[config.mk]
export PLATFORM = sky130hd
export DESIGN_NAME = halflife_ctrl
export DESIGN_NICKNAME = d
export VERILOG_FILES = /design/src/rtl/halflife_pkg.sv /design/src/rtl/halflife_prescaler.sv /design/src/rtl/halflife_ctrl.sv
export SDC_FILE = /design/constraint.sdc
export NUM_CORES = 1
export LEC_CHECK = 0
export ABC_AREA = 1
export CORE_ASPECT_RATIO = 2
export CORE_UTILIZATION = 50
export DETAILED_ROUTE_END_ITERATION = 16
export GPL_TIMING_DRIVEN = 1
export PLACE_DENSITY = 0.73
export SLEW_MARGIN = 30
export SYNTH_ARGS = -nofsm -noshare
export SYNTH_HDL_FRONTEND = slang
export SYNTH_SLANG_ARGS = --single-unit
[constraint.sdc]
create_clock -name clk -period 3.2 [get_ports clk]
set_input_delay 0.32 -clock clk [delete_from_list [all_inputs] [get_ports clk]]
set_output_delay 0.32 -clock clk [all_outputs]
set_load 0.005 [all_outputs]
[src/rtl/halflife_pkg.sv]
// Shared definitions for the halving-decay controller.
// Holds the FSM state encoding, the default prescaler width and counter limits.
// No logic; imported by the controller and its prescaler.
package halflife_pkg;

  localparam int PERIOD_W_DEFAULT = 8;

  // Largest value the 4-bit datapath counter can hold.
  localparam logic [3:0] CNT_MAX = 4'd15;

  typedef enum logic [2:0] {
    ST_IDLE = 3'd0,
    ST_LOAD = 3'd1,
    ST_WAIT = 3'd2,
    ST_STEP = 3'd3,
    ST_DONE = 3'd4
  } state_t;

endpackage

[src/rtl/halflife_prescaler.sv]
// Half-period prescaler: counts enabled cycles and flags the last one of a period.
// Terminal count is combinational from the current count; clear takes effect next cycle.
// No backpressure; clear has priority over enable.
module halflife_prescaler #(
  parameter int W = 8
) (
  input  logic         clk,
  input  logic         rst,
  input  logic         clr,
  input  logic         en,
  input  logic [W-1:0] period,
  output logic         tc
);

  logic [W-1:0] count;

  // Count enabled cycles; clear restarts the period from zero.
  always_ff @(posedge clk) begin
    if (rst || clr) begin
      count <= '0;
    end else if (en) begin
      count <= count + W'(1);
    end
  end

  // period is never 0 here: the controller latches max(half_period, 1).
  assign tc = en && (count == (period - W'(1)));

endmodule

[src/rtl/halflife_ctrl.sv]
// Halving-decay controller: drives load/up/down strobes so an external counter halves per period.
// Strobes are combinational from state, one cycle per action; LOAD lasts exactly one cycle.
// No backpressure; abort or reset masks strobes in the same cycle and returns to IDLE.
module halflife_ctrl
  import halflife_pkg::*;
#(
  parameter int PERIOD_W = PERIOD_W_DEFAULT
) (
  input  logic                clk,
  input  logic                rst,
  input  logic                start,
  input  logic                abort,
  input  logic                boost,
  input  logic [3:0]          init_val,
  input  logic [PERIOD_W-1:0] half_period,
  output logic                cnt_load,
  output logic [3:0]          cnt_in,
  output logic                cnt_up,
  output logic                cnt_down,
  output logic                busy,
  output logic                done,
  output logic [3:0]          halvings
);

  state_t              state;
  state_t              state_nxt;
  logic [3:0]          init_lat;
  logic [PERIOD_W-1:0] period_lat;
  logic [3:0]          shadow;     // mirrors the datapath counter, no feedback needed
  logic [3:0]          remaining;  // down pulses left in the current halving
  logic [3:0]          halv_r;
  logic                pre_clr;
  logic                pre_en;
  logic                pre_tc;

  halflife_prescaler #(.W(PERIOD_W)) u_prescaler (
    .clk    (clk),
    .rst    (rst),
    .clr    (pre_clr),
    .en     (pre_en),
    .period (period_lat),
    .tc     (pre_tc)
  );

  // Prescaler runs only while waiting; restart it on load, expiry and abort.
  always_comb begin
    pre_en  = (state == ST_WAIT);
    pre_clr = (state == ST_LOAD) || ((state == ST_WAIT) && pre_tc) || abort;
  end

  // State register.
  always_ff @(posedge clk) begin
    if (rst) begin
      state <= ST_IDLE;
    end else begin
      state <= state_nxt;
    end
  end

  // Next-state and strobe decode; abort/reset suppress every strobe this cycle.
  always_comb begin
    state_nxt = state;
    cnt_load  = 1'b0;
    cnt_up    = 1'b0;
    cnt_down  = 1'b0;
    case (state)
      ST_IDLE: if (start) state_nxt = ST_LOAD;
      ST_LOAD: begin
        cnt_load  = 1'b1;
        state_nxt = (init_lat != 4'd0) ? ST_WAIT : ST_DONE;
      end
      ST_WAIT: begin
        if (pre_tc) begin
          state_nxt = ST_STEP;
        end else if (boost && (shadow != CNT_MAX)) begin
          cnt_up = 1'b1;
        end
      end
      ST_STEP: begin
        cnt_down = 1'b1;
        if (remaining == 4'd1) begin
          state_nxt = (shadow == 4'd1) ? ST_DONE : ST_WAIT;
        end
      end
      ST_DONE: if (start) state_nxt = ST_LOAD;
      default: state_nxt = ST_IDLE;
    endcase
    if (abort) begin
      state_nxt = ST_IDLE;
    end
    if (abort || rst) begin
      cnt_load = 1'b0;
      cnt_up   = 1'b0;
      cnt_down = 1'b0;
    end
  end

  // Run bookkeeping: latch parameters at start, track shadow count and halvings.
  always_ff @(posedge clk) begin
    if (rst) begin
      init_lat   <= '0;
      period_lat <= '0;
      shadow     <= '0;
      remaining  <= '0;
      halv_r     <= '0;
    end else if (abort) begin
      halv_r <= '0;
    end else begin
      case (state)
        ST_IDLE, ST_DONE: begin
          if (start) begin
            init_lat   <= init_val;
            period_lat <= (half_period == '0) ? PERIOD_W'(1) : half_period;
          end
        end
        ST_LOAD: begin
          shadow    <= init_lat;
          remaining <= '0;
          halv_r    <= '0;
        end
        ST_WAIT: begin
          if (pre_tc) begin
            remaining <= shadow - (shadow >> 1);
          end else if (cnt_up) begin
            shadow <= shadow + 4'd1;
          end
        end
        ST_STEP: begin
          shadow    <= shadow - 4'd1;
          remaining <= remaining - 4'd1;
          if ((remaining == 4'd1) && (halv_r != CNT_MAX)) begin
            halv_r <= halv_r + 4'd1;
          end
        end
        default: ;
      endcase
    end
  end

  assign cnt_in   = cnt_load ? init_lat : 4'd0;
  assign busy     = (state == ST_LOAD) || (state == ST_WAIT) || (state == ST_STEP);
  assign done     = (state == ST_DONE);
  assign halvings = halv_r;

endmodule

==> flow_metrics.py, run 1 <==
metrics = {
    "global_routing": {
        "grt_first_pass_wirelength_um": 9530,
        "grtUsageTotal_pct": 25.4,
        "antenna_found_initial": 0,
        "grt_pass1_vias": 2215,
        "grt_overflow_total": 0,
        "grt_max_degree": 24,
    },
    "sta": {
        "finalSetupViolCount": 0,
        "tns_ns": 0,
        "rsz0062_at_grt": "false",
        "period_share_pct": 82.7,
        "period_needed_ns": 2.65,
        "finalHoldViolations": 0,
        "whs_ns": 0.480,
        "worst_pin_slew_ns": 0.552,
        "fmax_mhz": 378,
        "final.setup_skew_ns": 0.00594,
        "drv_slew": 0,
        "relSlewSlack_pct": 63.1,
        "fin_ws_ns": 0.554,
    },
    "routing": {
        "via_per_inst": 5.36,
        "drt_wl_total_um": 5960,
        "route.detailed.drc": 0,
        "firstDrtPassIters": 7,
        "drtIter0Drc": 52,
        "wl_per_cell_um": 13.9,
        "num_vias": 2295,
        "ant_nets": 0,
    },
    "pwr": {
        "switching_power_uw": 288,
        "leakage_nw": 1.13,
        "irDropWorstVdd_uv": 465,
        "p_clk_share_pct": 33.8,
        "p_int_uw": 695,
        "pwr_density_cell_mw_per_mm2": 356,
        "swShare_pct": 29.3,
        "pwr-share-comb_pct": 18.6,
        "power.share.sequential_pct": 47.5,
    },
    "layout": {
        "drive_gt1_share_pct": 9.09,
        "stdcell_count": 428,
        "seq_area_um2": 701,
        "n_fill_cell": 421,
        "multi_input_area_mm2": 0.00144,
        "diodes": 0,
        "area_growth_pct": 18.0,
        "nets": 408,
    },
    "synth": {
        "seq_area_frac_synth_pct": 29.9,
        "synth_top_area_share_pct": 29.9,
        "synth_area_mm2": 0.00234,
        "synth-seq-cells": 35,
        "synth_largest_area_cell": "dfxtp_1",
        "netlist_instances": 342,
        "synth_cell_types": 39,
        "syn_area_per_cell_um2": 6.84,
        "ys_top_cells_by_area": "dfxtp_1 30%, nand2_1 10%, ha_1 8.6%",
        "synth_nets": 376,
        "yosysWarnings": 0,
    },
    "worst_setup_path": {
        "path_cells": "inv_2, ha_1, nand2_1, inv_1, nor2_1, nand2_1, nor2_1, nand2_1, nor2_4, nand2_2, nand2_4, nor2_1, clkdlybuf4s50_1",
        "cp-startpoint": "period_lat[0]",
        "critPathTopFamily": "simple AND/OR/NAND/NOR gates",
        "r2r_setup_slack_ns": 1.29,
        "crit_type": "reg2out",
        "reg2reg_to": "remaining[1]",
        "crit_arrival_ns": 2.33,
        "r2r-start": "period_lat[0]",
        "start_kind": "register",
        "crit_required_ns": 2.88,
        "cp-endpoint": "cnt_up",
        "rr_worst_depth": 14,
        "worst-path-stages": 13,
        "critPathMaxStageDelay_ns": 0.44,
        "end_kind": "output port",
        "path_buf_inv": 3,
        "cpMaxStageDelayCell": "clkdlybuf4s50_1",
        "crit_fanout": 7,
    },
    "floorplanning": {
        "coreArea_mm2": 0.00442,
        "dieHeight_um": 98.7,
        "num_rows": 34,
        "start_util_pct": 52.9,
        "die_w_um": 50.4,
        "boundaryPins": 30,
        "dieArea_mm2": 0.00497,
    },
    "clock_network": {
        "cts_buffer_depth": 2,
        "htree_levels": 2,
        "clk_pin_slew_worst_paths_ns": 0.07,
        "clockRootBuffer": "clkbuf_8",
        "cts_resized": 0,
        "clock-sinks": 35,
        "cts_buffers": 5,
        "cts_tree": "done",
        "clk_latency_ns": 0.29,
        "cts_hold_buf": 0,
        "post_cts_buffers": 0,
    },
    "status": {
        "outcome": "finished clean",
    },
    "place": {
        "portBuffers": 29,
        "place_ws_ns": 0.720,
        "dp_cells": 421,
        "hpwl_um": 4760,
        "place_congestion": 0.891,
    },
    "flow_run": {
        "cap_violations": 0,
    },
    "hold_path": {
        "hold_class": "reg2reg",
    },
}
routing by layer:
metal,track usage [%],up-vias,share of wire (%)
met5,0,-,0
met4,16.9,0,5.2
met3,3.70,22,2.4
met2,49.6,53,57
met1,22.2,1042,35
li1,-,1178,-
cell families after synthesis:
kind of cell             count (synthesis)  share of synthesized area (%)
AND/OR/NAND/NOR                        168                           33.6
AO/OA/AOI/OAI                           62                           15.0
buffers and inverters                   51                           8.72
flip-flops                              35                           29.9
adder cells (fa/ha/maj)                 17                           9.41
XOR/XNOR                                 9                           3.37
cell usage after synthesis:
| library cell | number |
|---|---|
| nand2_1 | 64 |
| nor2_1 | 50 |
| inv_1 | 40 |
| dfxtp_1 | 35 |
| a21oi_1 | 27 |
| nand3_1 | 23 |
| o21ai_0 | 17 |
| ha_1 | 16 |
| nor3_1 | 6 |
| inv_2 | 5 |
| nand4_1 | 5 |
| xor2_1 | 5 |
| nand2_2 | 4 |
| nor2_4 | 4 |
| o21ai_1 | 4 |
| o22ai_1 | 4 |
| xnor2_1 | 4 |
| nor3_2 | 3 |
| a211oi_1 | 2 |
| clkbuf_1 | 2 |
| nand2_4 | 2 |
| nor2_2 | 2 |
| o21bai_1 | 2 |
| a211oi_2 | 1 |
| a21boi_0 | 1 |
| a21boi_2 | 1 |
| a31oi_1 | 1 |
| and3_1 | 1 |
| buf_2 | 1 |
| buf_6 | 1 |
| clkinv_2 | 1 |
| fa_1 | 1 |
| inv_4 | 1 |
| nand3_2 | 1 |
| nand3_4 | 1 |
| nor4_1 | 1 |
| o221ai_1 | 1 |
| o22a_1 | 1 |
| or2_2 | 1 |
final cells by class:
type	instances	share of cell area [%]
tap	54	2.45
clock buffer	6	2.99
clock inverter	1	0.181
sequential	35	25.4
timing repair buffer	29	10.5
multi-input combinational	256	52.0
inverter	47	6.52
sequential cells by signal, summed over array words and instances (netlist names):
| register | cells |
|---|---|
| init_lat | 4 |
| u_prescaler.count | 8 |
| remaining | 4 |
| shadow | 4 |
| halvings | 4 |
| state | 3 |
| period_lat | 8 |
worst min-delay path by stage:
stage / to / cells after the start / from
after CTS: remaining[3] / 2 / remaining[3]
after detailed placement: remaining[3] / 2 / remaining[3]
after floorplan: shadow[0] / 1 / rst
after global placement: remaining[3] / 2 / remaining[3]
final: remaining[3] / 2 / remaining[3]
after global routing: remaining[3] / 2 / remaining[3]
power groups by stage:
stage / sequential [mW] / clock [mW] / combinational [mW]
floorplan: 0.473 / 0 / 0.128
global placement: 0.477 / 0 / 0.179
detailed placement: 0.477 / 0 / 0.182
CTS: 0.467 / 0.335 / 0.183
global route: 0.469 / 0.354 / 0.204
finish: 0.467 / 0.332 / 0.183
through the flow:
| stage | power, mW | area (um2) | utilization (%) |
|---|---|---|---|
| final | 0.982 | 2760 | 62.4 |
| after global routing | 1.03 | 2760 | 62.4 |
| after CTS | 0.985 | 2760 | 62.4 |
| after detailed placement | 0.659 | 2670 | 60.4 |
| after global placement | 0.656 | 2670 | 60.4 |
| after floorplan | 0.601 | 2340 | - |
cells in the final DEF (no fill, tap or decap), types with 5 or more instances in the layout:
| master | count |
|---|---|
| nand2_1 | 64 |
| nor2_1 | 50 |
| inv_1 | 40 |
| dfxtp_1 | 35 |
| clkdlybuf4s50_1 | 29 |
| a21oi_1 | 27 |
| nand3_1 | 23 |
| o21ai_0 | 17 |
| ha_1 | 16 |
| nor3_1 | 6 |
| clkbuf_8 | 6 |
| inv_2 | 5 |
| xor2_1 | 5 |
| nand4_1 | 5 |
worst register-to-register path, cell delays in order, from the launching register on:
cell and delay, ns:
dfxtp_1 0.43, inv_2 0.08, ha_1 0.31, nand2_1 0.07
inv_1 0.03, nor2_1 0.08, nand2_1 0.06, nor2_1 0.09
nand2_1 0.09, nor2_4 0.13, nand2_2 0.08, nand2_4 0.11
nand2_4 0.08, o21ai_1 0.13, nor2_1 0.05
No activity file was read; power rests on OpenSTA's default activity.
==> inputs of run 2 (changes only) <==
--- a/config.mk
+++ b/config.mk
@@ -10,7 +10,7 @@
 export CORE_UTILIZATION = 50
 export DETAILED_ROUTE_END_ITERATION = 16
 export GPL_TIMING_DRIVEN = 1
-export PLACE_DENSITY = 0.73
+export PLACE_DENSITY = 0.76
 export SLEW_MARGIN = 30
 export SYNTH_ARGS = -nofsm -noshare
 export SYNTH_HDL_FRONTEND = slang
==> constraint.sdc (replaced) <==
create_clock -name clk -period 2.13 [get_ports clk]
set_input_delay 0.213 -clock clk [delete_from_list [all_inputs] [get_ports clk]]
set_output_delay 0.213 -clock clk [all_outputs]
set_load 0.005 [all_outputs]
==> flow_metrics.py, run 2 (same netlist as run 1, synthesis figures left out) <==
metrics = {
    "status": {
        "outcome": "finished clean",
    },
    "sta": {
        "tns_ns": 0,
        "relSlewSlack_pct": 73.5,
        "period_needed_ns": 1.98,
        "worst_pin_slew_ns": 0.397,
        "fmax_mhz": 505,
        "drv_slew": 0,
        "period_share_pct": 92.9,
        "finalSetupViolCount": 0,
        "fin_ws_ns": 0.150,
        "final.setup_skew_ns": 0.00496,
        "rsz0062_at_grt": "false",
        "finalHoldViolations": 0,
    },
    "pwr": {
        "p_total_mw": 1.63,
        "leakage_nw": 1.21,
        "pwr_density_cell_mw_per_mm2": 561,
        "irDropWorstVdd_uv": 507,
    },
    "global_routing": {
        "grt_first_pass_wirelength_um": 9860,
        "grt_max_degree": 17,
        "grt_pass1_vias": 2315,
        "grt_overflow_total": 0,
        "antenna_found_initial": 0,
        "grtUsageTotal_pct": 25.8,
    },
    "worst_setup_path": {
        "rr_worst_depth": 9,
        "start_kind": "input port",
        "reg2reg_to": "remaining[3]",
        "r2r_setup_slack_ns": 0.28,
        "r2r-start": "shadow[2]",
        "crit_required_ns": 1.92,
        "end_kind": "output port",
        "crit_type": "in2out",
        "crit_fanout": 4,
        "crit_arrival_ns": 1.77,
    },
    "routing": {
        "num_vias": 2346,
        "route.detailed.drc": 0,
        "drtIter0Drc": 74,
        "dr_wl_met3_um": 185,
        "wl_met2_um": 3520,
        "ant_nets": 0,
        "firstDrtPassIters": 4,
        "drt_wl_total_um": 5970,
        "top_layer_used": "met4",
        "met1_length_um": 2020,
        "via_per_inst": 5.30,
        "wl_per_cell_um": 13.5,
    },
    "clock_network": {
        "clk_latency_ns": 0.29,
        "cts_tree": "done",
        "clk_pin_slew_worst_paths_ns": 0.07,
        "cts_buffers": 5,
        "clockRootBuffer": "clkbuf_8",
        "htree_levels": 2,
        "clock-sinks": 35,
        "cts_buffer_depth": 2,
    },
    "layout": {
        "stdcell_count": 443,
        "top_regs": "period_lat (8), u_prescaler.count (8)",
        "drive_gt1_share_pct": 14.1,
        "final_cell_mix": "64 x nand2_1, 49 x nor2_1, 39 x inv_1, 33 x dfxtp_1, 28 x clkdlybuf4s50_1",
        "area_growth_pct": 24.1,
        "fin_area_mm2": 0.00290,
        "diodes": 0,
        "nets": 422,
        "final_common_cell": "nand2_1",
    },
    "floorplanning": {
        "dieHeight_um": 98.7,
        "boundaryPins": 30,
        "coreArea_mm2": 0.00442,
        "start_util_pct": 52.9,
        "num_rows": 34,
        "die_w_um": 50.4,
        "dieArea_mm2": 0.00497,
    },
    "place": {
        "placed_area_mm2": 0.00275,
        "place_ws_ns": 0.0128,
        "place_congestion": 0.923,
        "portBuffers": 29,
        "dp_cells": 431,
        "hpwl_um": 4780,
    },
    "flow_run": {
        "cap_violations": 0,
    },
    "hold_path": {
        "hold_depth": 2,
        "hold_class": "reg2reg",
        "hold_start": "remaining[1]",
        "min_to": "remaining[1]",
    },
}
run 2: cell count changes in the layout (fill, tap and decap cells not counted), sizes merged:
| cell | delta |
|---|---|
| clkbuf | +1 |
| buf | +14 |
| bufinv | +1 |
| clkdlybuf4s50 | -1 |
run 2: metal layers:
layer / global-route usage [%] / vias to the layer above
li1: - / 1207
met1: 23.2 / 1055
met2: 52.0 / 64
met3: 4.01 / 20
met4: 12.2 / 0
met5: 0 / -
run 2: power breakdown:
group | internal, mW | total, mW | leakage [nW] | switching, mW
clock network | 0.379 | 0.628 | 0.0612 | 0.249
registers | 0.678 | 0.703 | 0.286 | 0.0246
logic | 0.128 | 0.297 | 0.862 | 0.169
total | 1.19 | 1.63 | 1.21 | 0.443
run 2: cell type report:
| class | instances | area [um2] |
|---|---|---|
| Sequential cell | 35 | 703 |
| Inverter | 47 | 180 |
| Timing Repair Buffer | 43 | 390 |
| Clock buffer | 6 | 82.6 |
| Multi-Input combinational cell | 256 | 1450 |
| Tap cell | 54 | 67.6 |
| Fill cell | 405 | 1520 |
| Clock inverter | 2 | 35.0 |
run 2: stage by stage:
stage,utilization [%],hold WS (ns)
floorplan,-,0.282
global placement,62.1,0.452
detailed placement,62.1,0.469
CTS,65.4,0.486
global route,65.6,0.520
finish,65.6,0.485
run 2: timing repair:
action                                  4_1_cts  5_1_grt
hold buffers                                  0        0
gates resized for setup                       6        3
setup buffers                                 3        1
pin swaps                                     5        3
endpoints found under the setup margin        1        2
run 2: worst max-delay path by stage:
stage | endpoint | cells past startpoint | startpoint | slack [ns]
global placement | cnt_up | 13 | period_lat[1] | 0.05
detailed placement | cnt_up | 13 | period_lat[1] | 0.01
CTS | cnt_up | 12 | period_lat[0] | 0.05
global route | remaining[3] | 9 | shadow[2] | 0.04
floorplan | remaining[1] | 14 | period_lat[0] | 0.37
finish | cnt_in[2] | 7 | rst | 0.15
run 2: critical path, cell delays in order:
cell             delay (ns)
clkdlybuf4s50_1        0.49
nor2_1                 0.17
inv_1                  0.08
nor2_2                 0.13
inv_1                  0.09
nor2_1                 0.09
clkdlybuf4s50_1        0.50
==> inputs of run 3 (changes only) <==
--- a/config.mk
+++ b/config.mk
@@ -7,6 +7,7 @@
 export LEC_CHECK = 0
 export ABC_AREA = 1
 export CORE_ASPECT_RATIO = 2
+export CORE_MARGIN = 5
 export CORE_UTILIZATION = 50
 export DETAILED_ROUTE_END_ITERATION = 16
 export GPL_TIMING_DRIVEN = 1
==> flow_metrics.py, run 3 (same netlist as run 1, synthesis figures left out) <==
metrics = {
    "place": {
        "place_congestion": 0.926,
        "portBuffers": 29,
        "place_ws_ns": 0.0796,
        "hpwl_um": 4950,
        "placed_area_mm2": 0.00274,
    },
    "routing": {
        "drtIter0Drc": 73,
        "wl_per_cell_um": 14.0,
        "ant_nets": 0,
        "drt_wl_total_um": 6210,
        "num_vias": 2370,
        "firstDrtPassIters": 4,
        "via_per_inst": 5.35,
        "route.detailed.drc": 0,
    },
    "layout": {
        "fin_area_mm2": 0.00292,
        "drive_gt1_share_pct": 14.4,
        "nets": 421,
        "top_regs": "period_lat (8), u_prescaler.count (8)",
        "final_cell_mix": "64 x nand2_1, 49 x nor2_1, 38 x inv_1, 33 x dfxtp_1, 28 x clkdlybuf4s50_1",
        "fin_util_pct": 63.4,
        "diodes": 0,
        "area_growth_pct": 24.7,
        "final_common_cell": "nand2_1",
    },
    "flow_run": {
        "cap_violations": 0,
    },
    "clock_network": {
        "cts_buffer_depth": 2,
        "clockRootBuffer": "clkbuf_8",
        "htree_levels": 2,
        "cts_tree": "done",
        "cts_buffers": 5,
        "clk_pin_slew_worst_paths_ns": 0.07,
        "clk_latency_ns": 0.29,
        "clock-sinks": 35,
    },
    "sta": {
        "worst_pin_slew_ns": 0.407,
        "relSlewSlack_pct": 72.8,
        "finalSetupViolCount": 0,
        "period_share_pct": 94.5,
        "rsz0062_at_grt": "false",
        "tns_ns": 0,
        "drv_slew": 0,
        "finalHoldViolations": 0,
        "period_needed_ns": 2.01,
        "fmax_mhz": 497,
        "fin_ws_ns": 0.117,
        "whs_ns": 0.474,
        "final.setup_skew_ns": 0.00423,
    },
    "worst_setup_path": {
        "crit_fanout": 4,
        "crit_arrival_ns": 1.80,
        "start_kind": "input port",
        "end_kind": "output port",
        "crit_required_ns": 1.92,
        "critPathMaxStageDelay_ns": 0.51,
        "crit_type": "in2out",
        "critPathTopFamily": "buffers and inverters",
        "path_cells": "clkdlybuf4s50_1, nor2_1, inv_1, nor2_2, inv_1, nor2_1, clkdlybuf4s50_1",
        "path_buf_inv": 4,
        "cpMaxStageDelayCell": "clkdlybuf4s50_1",
    },
    "floorplanning": {
        "num_rows": 35,
        "boundaryPins": 30,
        "coreArea_mm2": 0.00460,
        "start_util_pct": 50.9,
        "dieHeight_um": 107,
        "dieArea_mm2": 0.00623,
        "die_w_um": 58.4,
    },
    "status": {
        "outcome": "finished clean",
    },
    "hold_path": {
        "hold_class": "reg2reg",
    },
    "global_routing": {
        "grt_overflow_total": 0,
        "antenna_found_initial": 0,
        "grtUsageTotal_pct": 21.2,
        "grt_first_pass_wirelength_um": 10200,
        "grt_max_degree": 17,
        "grt_pass1_vias": 2389,
    },
    "pwr": {
        "irDropWorstVdd_uv": 511,
        "leakage_nw": 1.21,
        "pwr_density_cell_mw_per_mm2": 590,
    },
}
run 3: cell count changes in the layout (fill, tap and decap cells not counted), sizes merged:
cell,delta
buf,-1
bufinv,+1
clkbuf,-1
clkinv,-1
clkinvlp,+1
run 3: what timing repair did:
action,in CTS,in global routing
setup buffers,3,1
hold buffers,0,0
setup endpoints to repair,1,5
resized for setup,5,5
pin swaps,3,1
run 3: path summary, 6_finish.rpt:
| path | from | depth (start not counted) | end | slack [ns] |
|---|---|---|---|---|
| worst max-delay path | rst | 7 | cnt_in[3] | 0.12 |
| worst min-delay path | remaining[3] | 2 | remaining[3] | 0.47 |
| worst max register to register | period_lat[0] | 15 | shadow[1] | 0.27 |
| worst min register to register | remaining[3] | 2 | remaining[3] | 0.47 |
run 3: layer usage:
| layer | wire length (um) | up-vias | track usage, % |
|---|---|---|---|
| met1 | 2170 | 1087 | 18.7 |
| met2 | 3550 | 58 | 40.9 |
| met5 | 0 | - | 0 |
| met3 | 154 | 24 | 3.25 |
| met4 | 329 | 0 | 14.6 |
| li1 | - | 1201 | - |
run 3: worst min-delay path, cell delays in order, from the launching register on:
cell and delay [ns]:
dfxtp_1 0.33, nor2_1 0.05, nor2_1 0.06
run 3: area by class of cell:
cell class	count	area [um2]
timing repair buffer	42	383
inverter	47	180
tap	55	68.8
multi-input combinational	256	1450
clock inverter	3	67.6
fill	431	1680
sequential	35	703
clock buffer	5	68.8
run 3: per-stage QoR:
step / cells / power [mW]
after global routing: 443 / 1.81
final: 443 / 1.72
after global placement: 431 / 0.997
after CTS: 442 / 1.73
after detailed placement: 431 / 1.00
after floorplan: 342 / 0.903
run 3: power breakdown:
group / internal, mW / switching [mW]
Sequential: 0.678 / 0.0248
Combinational: 0.126 / 0.168
Clock: 0.467 / 0.257
